$ cat src/rtl/host_mem_loader_pkg.sv
// ----------------------------------------------------------------------------
// tpu_host_pkg
// Shared definitions for the host-to-TPU ingress loader.
//   - header field bit positions
//   - opcode values carried in the header
//   - loader FSM state encoding
//   - decode_opcode(): classifies a header opcode field
// ----------------------------------------------------------------------------
package tpu_host_pkg;

    // Header layout: [31:28] opcode, [27:20] burst length - 1, [ADDR_W-1:0] start address
    localparam int OPC_MSB = 31;
    localparam int OPC_LSB = 28;
    localparam int LEN_MSB = 27;
    localparam int LEN_LSB = 20;
    localparam int OPC_W   = OPC_MSB - OPC_LSB + 1;

    typedef enum logic [OPC_W-1:0] {
        OP_NOP   = 4'h0,
        OP_WRITE = 4'h1,
        OP_START = 4'h2
    } opcode_e;

    typedef enum logic {
        ST_IDLE = 1'b0,
        ST_DATA = 1'b1
    } loader_state_e;

    // Collapses the 16 possible opcode encodings into the four actions the
    // loader distinguishes; every unlisted encoding is illegal.
    typedef enum logic [1:0] {
        HDR_NOP,
        HDR_WRITE,
        HDR_START,
        HDR_ILLEGAL
    } hdr_kind_e;

    function automatic hdr_kind_e decode_opcode(input logic [OPC_W-1:0] opc);
        case (opc)
            OP_NOP:   return HDR_NOP;
            OP_WRITE: return HDR_WRITE;
            OP_START: return HDR_START;
            default:  return HDR_ILLEGAL;
        endcase
    endfunction

endpackage

$ cat src/rtl/host_mem_loader_if.sv
// ----------------------------------------------------------------------------
// host_mem_loader_if
// Bundles the host word stream (valid/ready/data) and the unified memory
// write port (gnt/we/addr/wdata) seen by the loader.
//   slave  : the loader's view (consumes host words, drives memory writes)
//   master : the environment's view (host + memory arbiter)
// ----------------------------------------------------------------------------
interface host_mem_loader_if #(
    parameter int DATA_W = 32,
    parameter int ADDR_W = 6
);
    logic              host_valid;
    logic              host_ready;
    logic [DATA_W-1:0] host_data;
    logic              mem_gnt;
    logic              mem_we;
    logic [ADDR_W-1:0] mem_addr;
    logic [DATA_W-1:0] mem_wdata;

    modport slave (
        input  host_valid, host_data, mem_gnt,
        output host_ready, mem_we, mem_addr, mem_wdata
    );

    modport master (
        output host_valid, host_data, mem_gnt,
        input  host_ready, mem_we, mem_addr, mem_wdata
    );
endinterface

$ cat src/rtl/host_mem_loader.sv
// ----------------------------------------------------------------------------
// host_mem_loader
// Decodes a 32-bit host word stream into command frames. WRITE frames copy
// their payload into unified memory through the arbitrated write port, START
// emits a one-cycle kick to the TPU core, NOP is ignored and anything else
// raises a sticky error.
//
// Ports:
//   clk           system clock, rising edge
//   reset         asynchronous active-low reset
//   bus           host stream + memory write port (slave modport)
//   load_done     one-cycle pulse together with the last payload write
//   tpu_start     one-cycle pulse following a START header
//   busy          high while a WRITE payload is being transferred
//   err           sticky illegal-opcode flag
//   words_written saturating count of payload words written
// ----------------------------------------------------------------------------
module host_mem_loader
    import tpu_host_pkg::*;
#(
    parameter int DATA_W = 32,
    parameter int ADDR_W = 6,
    parameter int LEN_W  = 8
) (
    input  logic                clk,
    input  logic                reset,
    host_mem_loader_if.slave    bus,
    output logic                load_done,
    output logic                tpu_start,
    output logic                busy,
    output logic                err,
    output logic [15:0]         words_written
);

    localparam int             REM_W   = LEN_W + 1;
    localparam logic [REM_W-1:0] REM_ONE = REM_W'(1);

    loader_state_e     r_state;
    logic              r_ready_en;
    logic [ADDR_W-1:0] r_addr;
    logic [REM_W-1:0]  r_remaining;
    logic              r_mem_we;
    logic [ADDR_W-1:0] r_mem_addr;
    logic [DATA_W-1:0] r_mem_wdata;
    logic              r_load_done;
    logic              r_tpu_start;
    logic              r_err;
    logic [15:0]       r_words;

    logic              w_host_ready;
    logic              w_hs;
    logic [OPC_W-1:0]  w_opc;
    logic [LEN_W-1:0]  w_hdr_len;
    logic [ADDR_W-1:0] w_hdr_addr;
    hdr_kind_e         w_kind;

    // r_ready_en keeps host_ready low while reset is held and lets it rise
    // on the first clock edge after release. In DATA, the arbiter grant
    // gates acceptance so a word is only taken when it can be written.
    assign w_host_ready = (r_state == ST_DATA) ? bus.mem_gnt : r_ready_en;
    assign w_hs         = bus.host_valid & w_host_ready;

    assign w_opc      = bus.host_data[OPC_MSB:OPC_LSB];
    assign w_hdr_len  = bus.host_data[LEN_LSB +: LEN_W];
    assign w_hdr_addr = bus.host_data[ADDR_W-1:0];
    assign w_kind     = decode_opcode(w_opc);

    always_ff @(posedge clk or negedge reset) begin
        if (!reset) begin
            r_state     <= ST_IDLE;
            r_ready_en  <= 1'b0;
            r_addr      <= '0;
            r_remaining <= '0;
            r_mem_we    <= 1'b0;
            r_mem_addr  <= '0;
            r_mem_wdata <= '0;
            r_load_done <= 1'b0;
            r_tpu_start <= 1'b0;
            r_err       <= 1'b0;
            r_words     <= '0;
        end else begin
            r_ready_en  <= 1'b1;
            r_mem_we    <= 1'b0;
            r_load_done <= 1'b0;
            r_tpu_start <= 1'b0;

            case (r_state)
                ST_IDLE: begin
                    if (w_hs) begin
                        case (w_kind)
                            HDR_WRITE: begin
                                r_addr      <= w_hdr_addr;
                                r_remaining <= {1'b0, w_hdr_len} + REM_ONE;
                                r_state     <= ST_DATA;
                            end
                            HDR_START:   r_tpu_start <= 1'b1;
                            HDR_ILLEGAL: r_err       <= 1'b1;
                            default: ;
                        endcase
                    end
                end

                ST_DATA: begin
                    if (w_hs) begin
                        r_mem_we    <= 1'b1;
                        r_mem_addr  <= r_addr;
                        r_mem_wdata <= bus.host_data;
                        // Address wraps naturally at the top of memory.
                        r_addr      <= r_addr + ADDR_W'(1);
                        r_remaining <= r_remaining - REM_ONE;
                        if (r_words != 16'hFFFF) begin
                            r_words <= r_words + 16'd1;
                        end
                        // Returning to IDLE here lets the very next word be
                        // taken as a header, so frames chain without a gap.
                        if (r_remaining == REM_ONE) begin
                            r_state     <= ST_IDLE;
                            r_load_done <= 1'b1;
                        end
                    end
                end

                default: r_state <= ST_IDLE;
            endcase
        end
    end

    assign bus.host_ready = w_host_ready;
    assign bus.mem_we     = r_mem_we;
    assign bus.mem_addr   = r_mem_addr;
    assign bus.mem_wdata  = r_mem_wdata;
    assign load_done      = r_load_done;
    assign tpu_start      = r_tpu_start;
    assign busy           = (r_state == ST_DATA);
    assign err            = r_err;
    assign words_written  = r_words;

endmodule

$ cat src/flat_wrapper.sv
// flat-port wrapper written by rule: the top's interface ports become plain ports
module host_mem_loader_flat import tpu_host_pkg::*;
#(
    parameter int DATA_W = 32,
    parameter int ADDR_W = 6,
    parameter int LEN_W  = 8
)
  (clk, reset, load_done, tpu_start, busy, err, words_written, bus_host_valid, bus_host_data, bus_mem_gnt, bus_host_ready, bus_mem_we, bus_mem_addr, bus_mem_wdata);
  host_mem_loader_if #(.DATA_W(DATA_W), .ADDR_W(ADDR_W)) bus_i ();
  input  logic clk;
  input  logic reset;
  output logic load_done;
  output logic tpu_start;
  output logic busy;
  output logic err;
  output logic [15:0] words_written;
  input wire logic [$bits(bus_i.host_valid)-1:0] bus_host_valid;
  input wire logic [$bits(bus_i.host_data)-1:0] bus_host_data;
  input wire logic [$bits(bus_i.mem_gnt)-1:0] bus_mem_gnt;
  output wire logic [$bits(bus_i.host_ready)-1:0] bus_host_ready;
  output wire logic [$bits(bus_i.mem_we)-1:0] bus_mem_we;
  output wire logic [$bits(bus_i.mem_addr)-1:0] bus_mem_addr;
  output wire logic [$bits(bus_i.mem_wdata)-1:0] bus_mem_wdata;
  assign bus_i.host_valid = bus_host_valid;
  assign bus_i.host_data = bus_host_data;
  assign bus_i.mem_gnt = bus_mem_gnt;
  assign bus_host_ready = bus_i.host_ready;
  assign bus_mem_we = bus_i.mem_we;
  assign bus_mem_addr = bus_i.mem_addr;
  assign bus_mem_wdata = bus_i.mem_wdata;
  host_mem_loader #(.DATA_W(DATA_W), .ADDR_W(ADDR_W), .LEN_W(LEN_W)) u_core (.clk(clk), .reset(reset), .bus(bus_i), .load_done(load_done), .tpu_start(tpu_start), .busy(busy), .err(err), .words_written(words_written));
endmodule
$ cat config.mk
export PLATFORM = sky130hd
export DESIGN_NAME = host_mem_loader_flat
export DESIGN_NICKNAME = d
export VERILOG_FILES = /design/src/rtl/host_mem_loader_pkg.sv /design/src/rtl/host_mem_loader_if.sv /design/src/rtl/host_mem_loader.sv /design/src/flat_wrapper.sv
export SDC_FILE = /design/constraint.sdc
export NUM_CORES = 1
export LEC_CHECK = 0
export BUFFER_PORTS_ARGS = -buffer_cell sky130_fd_sc_hd__buf_2
export CELL_PAD_IN_SITES_DETAIL_PLACEMENT = 1
export CELL_PAD_IN_SITES_GLOBAL_PLACEMENT = 2
export CORE_UTILIZATION = 25
export CTS_BUF_LIST = sky130_fd_sc_hd__clkbuf_4 sky130_fd_sc_hd__clkbuf_8
export DETAILED_ROUTE_END_ITERATION = 10
export GPL_TIMING_DRIVEN = 1
export PLACE_DENSITY = 0.72
export SETUP_SLACK_MARGIN = 0.05
export SYNTH_ARGS = -nofsm -noshare
export SYNTH_HDL_FRONTEND = slang
export SYNTH_SLANG_ARGS = --single-unit
$ cat constraint.sdc
create_clock -name clk -period 2.5 [get_ports clk]
set_input_delay 0.25 -clock clk [delete_from_list [all_inputs] [get_ports clk]]
set_output_delay 0.25 -clock clk [all_outputs]
set_load 0.01 [all_outputs]
## Word level (Yosys, flattened, before mapping)

Index checks and enable logic that the tools add are counted.
W data, S select, Z words.

| storage, ports and cells | value |
|---|---|
| word-level logic and storage cells | 55 |
| output and inout port bits | 60 |
| bits of input ports | 36 |
| bits in registers | 75 |

| operators by class | value |
|---|---|
| bitwise logic cells | 2 |
| add/subtract/negate cells | 4 |
| reductions and logical operators | 5 |
| multiplexer cells | 23 |
| eq/ne operators | 10 |

Operator list:

| kind | number |
|---|---|
| $mux W9 | 3 |
| $mux W6 | 3 |
| $pmux W9 S2 | 1 |
| $add A16 B1 Y16 const B | 1 |
| $ne A16 B16 Y1 const B | 1 |
| $mux W1 | 13 |
| $pmux W6 S2 | 1 |
| $add A8 B1 Y9 const B | 1 |
| $eq A9 B1 Y1 const B | 1 |
| $reduce_and A3 Y1 | 3 |
| $sub A9 B1 Y9 const B | 1 |
| $add A6 B1 Y6 const B | 1 |
| $pmux W2 S3 | 1 |
| $eq A2 B2 Y1 const B | 2 |
| $eq A4 B1 Y1 const B | 1 |
| $eq A4 B2 Y1 const B | 1 |
| $logic_not A4 Y1 | 1 |
| $ne A2 B2 Y1 const B | 2 |
| $eq A2 B1 Y1 const B | 1 |
| $ne A2 B1 Y1 const B | 1 |
| $pmux W1 S2 | 1 |
| $reduce_and A2 Y1 | 1 |
| $and A1 B1 Y1 | 1 |
| $not A1 Y1 | 1 |

## Longest topological paths before layout

| depth | value |
|---|---|
| depth in word-level cells | 6 |
| gate-level depth with buffers | 7 |
| gate-level depth less buffers | 6 |

## Least setup slack after synthesis

No wires, ideal clock.

| path | value |
|---|---|
| path type | reg-to-reg |
| start point | reg u_core.r_state, in the netlist u_core.busy |
| end point | reg u_core.r_addr[4] |
| setup time | 71 ps |
| data arrival time | 1,732 ps |
| required time | 2,429 ps |
| path buffers | 1 |
| cell stages (with the launch flop) | 6 |
| period minus slack after synthesis | 1,802 ps |
| path slack | 698 ps |
| cells stage by stage | dfrtp_1 -> buf_2 -> mux2i_1 -> o41a_1 -> or4b_1 -> nand3_1 |

| between the ends | value |
|---|---|
| cells in the longest elaborated chain, start to end | 4 |
| elaborated cells on any way between the ends | 8 |
| classes of those cells | 3 x eq/ne; 2 x mux; 2 x bitwise; 1 x reduce/logical |

RTL lines:

| item | RTL line | RTL |
|---|---|---|
| start: declaration | host_mem_loader.sv:38 | `loader_state_e r_state;` |
| start signal: assignment | host_mem_loader.sv:70 | `r_state <= ST_IDLE;` |
| start signal: assignment | host_mem_loader.sv:94 | `r_state <= ST_DATA;` |
| start signal: assignment | host_mem_loader.sv:117 | `r_state <= ST_IDLE;` |
| $mux W1 | host_mem_loader.sv:60 | `assign w_host_ready = (r_state == ST_DATA) ? bus.mem_gnt : r_ready_en;` |
| $and A1 B1 Y1 | host_mem_loader.sv:61 | `assign w_hs = bus.host_valid & w_host_ready;` |
| $ne A2 B2 Y1 (no line) / $ne A2 B1 Y1 (equally long branches) | - |  |
| $reduce_and A3 Y1 (no line) | - |  |
| end signal: assignment | host_mem_loader.sv:92 | `r_addr <= w_hdr_addr;` |
| end signal: assignment | host_mem_loader.sv:109 | `r_addr <= r_addr + ADDR_W'(1);` |
| end: declaration | host_mem_loader.sv:40 | `logic [ADDR_W-1:0] r_addr;` |

Several ways; a longest one is shown, not always the timed one.
A chain may end at the register's enable or synchronous reset.

## Worst setup path after layout

| path | value |
|---|---|
| start point | reg u_core.r_words[3], in the netlist u_core.words_written[3] |
| end point | reg u_core.r_words[13], in the netlist u_core.words_written[13] |

| between the ends | value |
|---|---|
| cells in the longest elaborated chain, start to end | 2 |
| elaborated cells on any way between the ends | 3 |
| classes of those cells | 1 x add/sub; 1 x eq/ne; 1 x reduce/logical |

RTL lines:

| item | RTL line | RTL |
|---|---|---|
| start: declaration | host_mem_loader.sv:48 | `logic [15:0] r_words;` |
| start signal: assignment | host_mem_loader.sv:112 | `r_words <= r_words + 16'd1;` |
| parallel branches: the longest is 2 deep, another holds $add A16 B1 Y16 | - |  |

Parallel ways; which one is timed is not known.

==> results_dict.tcl <==
set metrics [dict create \
    track_usage_pct 15.0 \
    grt_max_degree 76 \
    synthToLayoutAreaGrowth_pct 25.9 \
    cts_tree "done" \
    ys_types 54 \
    syn_area_um2 3470 \
    ys_seq_elements 75 \
    nets 513 \
    p_leak_nw 2.23 \
    synth_cells 373 \
    grt_pass1_vias 3241 \
    ant_nets 0 \
    ys_seq_area_share_pct 54.1 \
    cts_root_buf "clkbuf_8" \
    drt_iter0_drc 145 \
    synthTopCellsByCount "130 x nand2_1, 75 x dfrtp_1, 15 x nand3_1" \
    post-cts-setup-buffers 0 \
    dpl_cell_area_um2 4190 \
    num_rows 42 \
    clk_latency_ns 0.36 \
    io_buffers 95 \
    final-hold-violation-count 0 \
    vdd_drop_max_uv 457 \
    vias_per_cell 4.68 \
    async_reset_ff_share_pct 100 \
    rsz0062_at_grt "no" \
    wire_per_inst_um 15.2 \
    fp.dieW_um 120 \
    core-area_um2 13400 \
    cellPowerDensity_nw_per_um2 946 \
    slew_viol_final 0 \
    nFillCells 1614 \
    path_delay_family "simple AND/OR/NAND/NOR gates" \
    end_kind "flip-flop" \
    numCtsBuffers 9 \
    startpoint_type "flip-flop" \
    antenna_cells 0 \
    stdcell_area_um2 4370 \
    cap_violations 0 \
    cp_max_fo 5 \
    synth-edff-count 0 \
    final-setup-viol-count 0 \
    synthTopCellsByArea "dfrtp_1 54%, nand2_1 14%, xor2_1 2.5%, nand3_1 2.2%, ha_1 1.8%" \
    hold_class "in2async" \
    synth_area_leader_cell "dfrtp_1" \
    syn-num-nets 414 \
    relSlewSlack_pct 34.2 \
    dieArea_um2 14400 \
    synth.top_cell.area_share_pct 54.1 \
    antenna_found_initial 0 \
    period_minus_slack_ns 1.85 \
    max_freq_ghz 0.541 \
    criticalPathCategory "reg2reg" \
    wirelength_mm 9.93 \
    cts_repair_resize_count 0 \
    status "completed" \
    dr_total_vias 3052 \
    syn_area_per_cell_um2 9.31 \
    clk_pin_slew_ns 0.08 \
    ios 96 \
    globalplace.congestion 0.812 \
    synth_top_flop_cell "dfrtp_1" \
    fp.dieH_um 120 \
    worstPathBufferInverterCount 0 \
    slowest_stage "or4_1" \
    hold_buffers 0 \
    clock_path_buffers 2 \
    yosysMostFrequentCell "nand2_1" \
    drive_gt1_share_pct 26.5 \
    gr-total-overflow 0 \
    crit_arrival_ns 2.13 \
    start_util_pct 25.9 \
    drc 0 \
    crit_chain "nand4_1 > or4_1 > nor4_1 > xor2_1" \
    yosysWarningCount 0 \
    clkSinkCount 75 \
    cpPeakStageDelay_ns 0.65 \
    grt_pass1_wl_mm 16.6 \
    skew_ns 0.00852 \
    finalCritPeriodShare_pct 73.9 \
    hpwlAfterDp_mm 6.88 \
    first_pass_iters 4 \
    cts-htree-levels 3 \
    worstMarginPinSlew_ns 0.987 \
    worstPathRequired_ns 2.78 \
    r2r_slack_ns 0.65 \
    setup-tns-final_ns 0 \
]
[through the flow]
stage | cells | total power, mW | setup WS, ns | utilization (%) | hold slack [ns]
global route | 652 | 4.47 | 0.506 | 32.6 | 0.0601
global placement | 637 | 3.23 | 0.693 | 31.2 | 0.439
floorplan | 373 | 2.68 | 0.698 | - | -0.0456
CTS | 652 | 4.22 | 0.629 | 32.6 | 0.0497
finish | 652 | 4.14 | 0.653 | 32.6 | 0.0512
detailed placement | 637 | 3.28 | 0.656 | 31.2 | 0.448
[report_power, final]
part	internal, mW	switching (mW)
clock network	0.445	0.459
registers	1.59	0.313
logic	0.575	0.750
[sequential cells by signal, indices dropped and copies added, names as in the netlist]
register / cells
u_core.bus.mem_addr: 6
u_core.bus.mem_we: 1
u_core.load_done: 1
u_core.words_written: 16
u_core.r_addr: 6
u_core.err: 1
u_core.busy: 1
u_core.tpu_start: 1
u_core.bus.mem_wdata: 32
u_core.r_ready_en: 1
u_core.r_remaining: 9
[metal layers]
layer | track usage [%] | share of wire, % | vias up
met4 | 5.08 | 1.9 | 0
met1 | 18.1 | 45 | 1493
met5 | 0 | 0 | -
met3 | 5.04 | 5.3 | 13
met2 | 24.9 | 48 | 80
li1 | - | - | 1466
[cell families (layout without fill, tap and decap cells)]
group | count (synthesis) | count (layout) | share of synthesized area, %
AND/OR/NAND/NOR | 201 | 201 | 26.7
flip-flops | 75 | 75 | 54.1
AO/OA/AOI/OAI | 43 | 43 | 8.62
buffers and inverters | 26 | 129 | 2.92
XOR/XNOR | 16 | 16 | 4.04
multiplexers | 6 | 6 | 1.77
adder cells (fa/ha/maj) | 5 | 5 | 1.80
other | 1 | 1 | 0.108
[layout by cell type, fill, tap and decap left out, types with 3 or more instances in the layout]
cell type and count:
nand2_1 130, buf_2 94, dfrtp_1 75, nand3_1 14, clkbuf_8 12, inv_1 11
a21oi_1 10, xor2_1 10, nor3_1 8, nor2_1 8, buf_4 8, nand4_1 6
nor4_1 6, o21ai_0 6, xnor2_1 6, mux2i_1 5, ha_1 5, nand4b_1 4
a31oi_1 3, o21ai_1 3, o22ai_1 3, or3_1 3
[final cells by class]
cell class                 count  area, µm²  share of cell area (%)
tap                          176        220                    5.04
clock buffer                  13        173                    3.95
clock inverter                 2       10.0                   0.229
inverter                      11       41.3                   0.945
multi-input combinational    272       1500                    34.3
timing repair buffer         103        551                    12.6
sequential                    75       1880                    43.0
[worst paths after layout]
| path | cells after the start | from | endpoint |
|---|---|---|---|
| max | 4 | u_core.words_written[3] | u_core.words_written[13] |
| min | 1 | reset | u_core.words_written[14] |
| max in group asynchronous | 1 | reset | u_core.bus.mem_wdata[4] |
| max reg2reg | 4 | u_core.words_written[3] | u_core.words_written[13] |
| min in group clk | 3 | bus_host_data[12] | u_core.bus.mem_wdata[12] |
| min reg2reg | 2 | u_core.bus.mem_wdata[27] | u_core.bus.mem_wdata[27] |
[worst reg2reg max path, cell delays in order, from the launching register on]
cell and delay (ns):
dfrtp_1 0.42, nand4_1 0.23, or4_1 0.65, nor4_1 0.28, xor2_1 0.20
No activity file was read; power rests on OpenSTA's default activity.
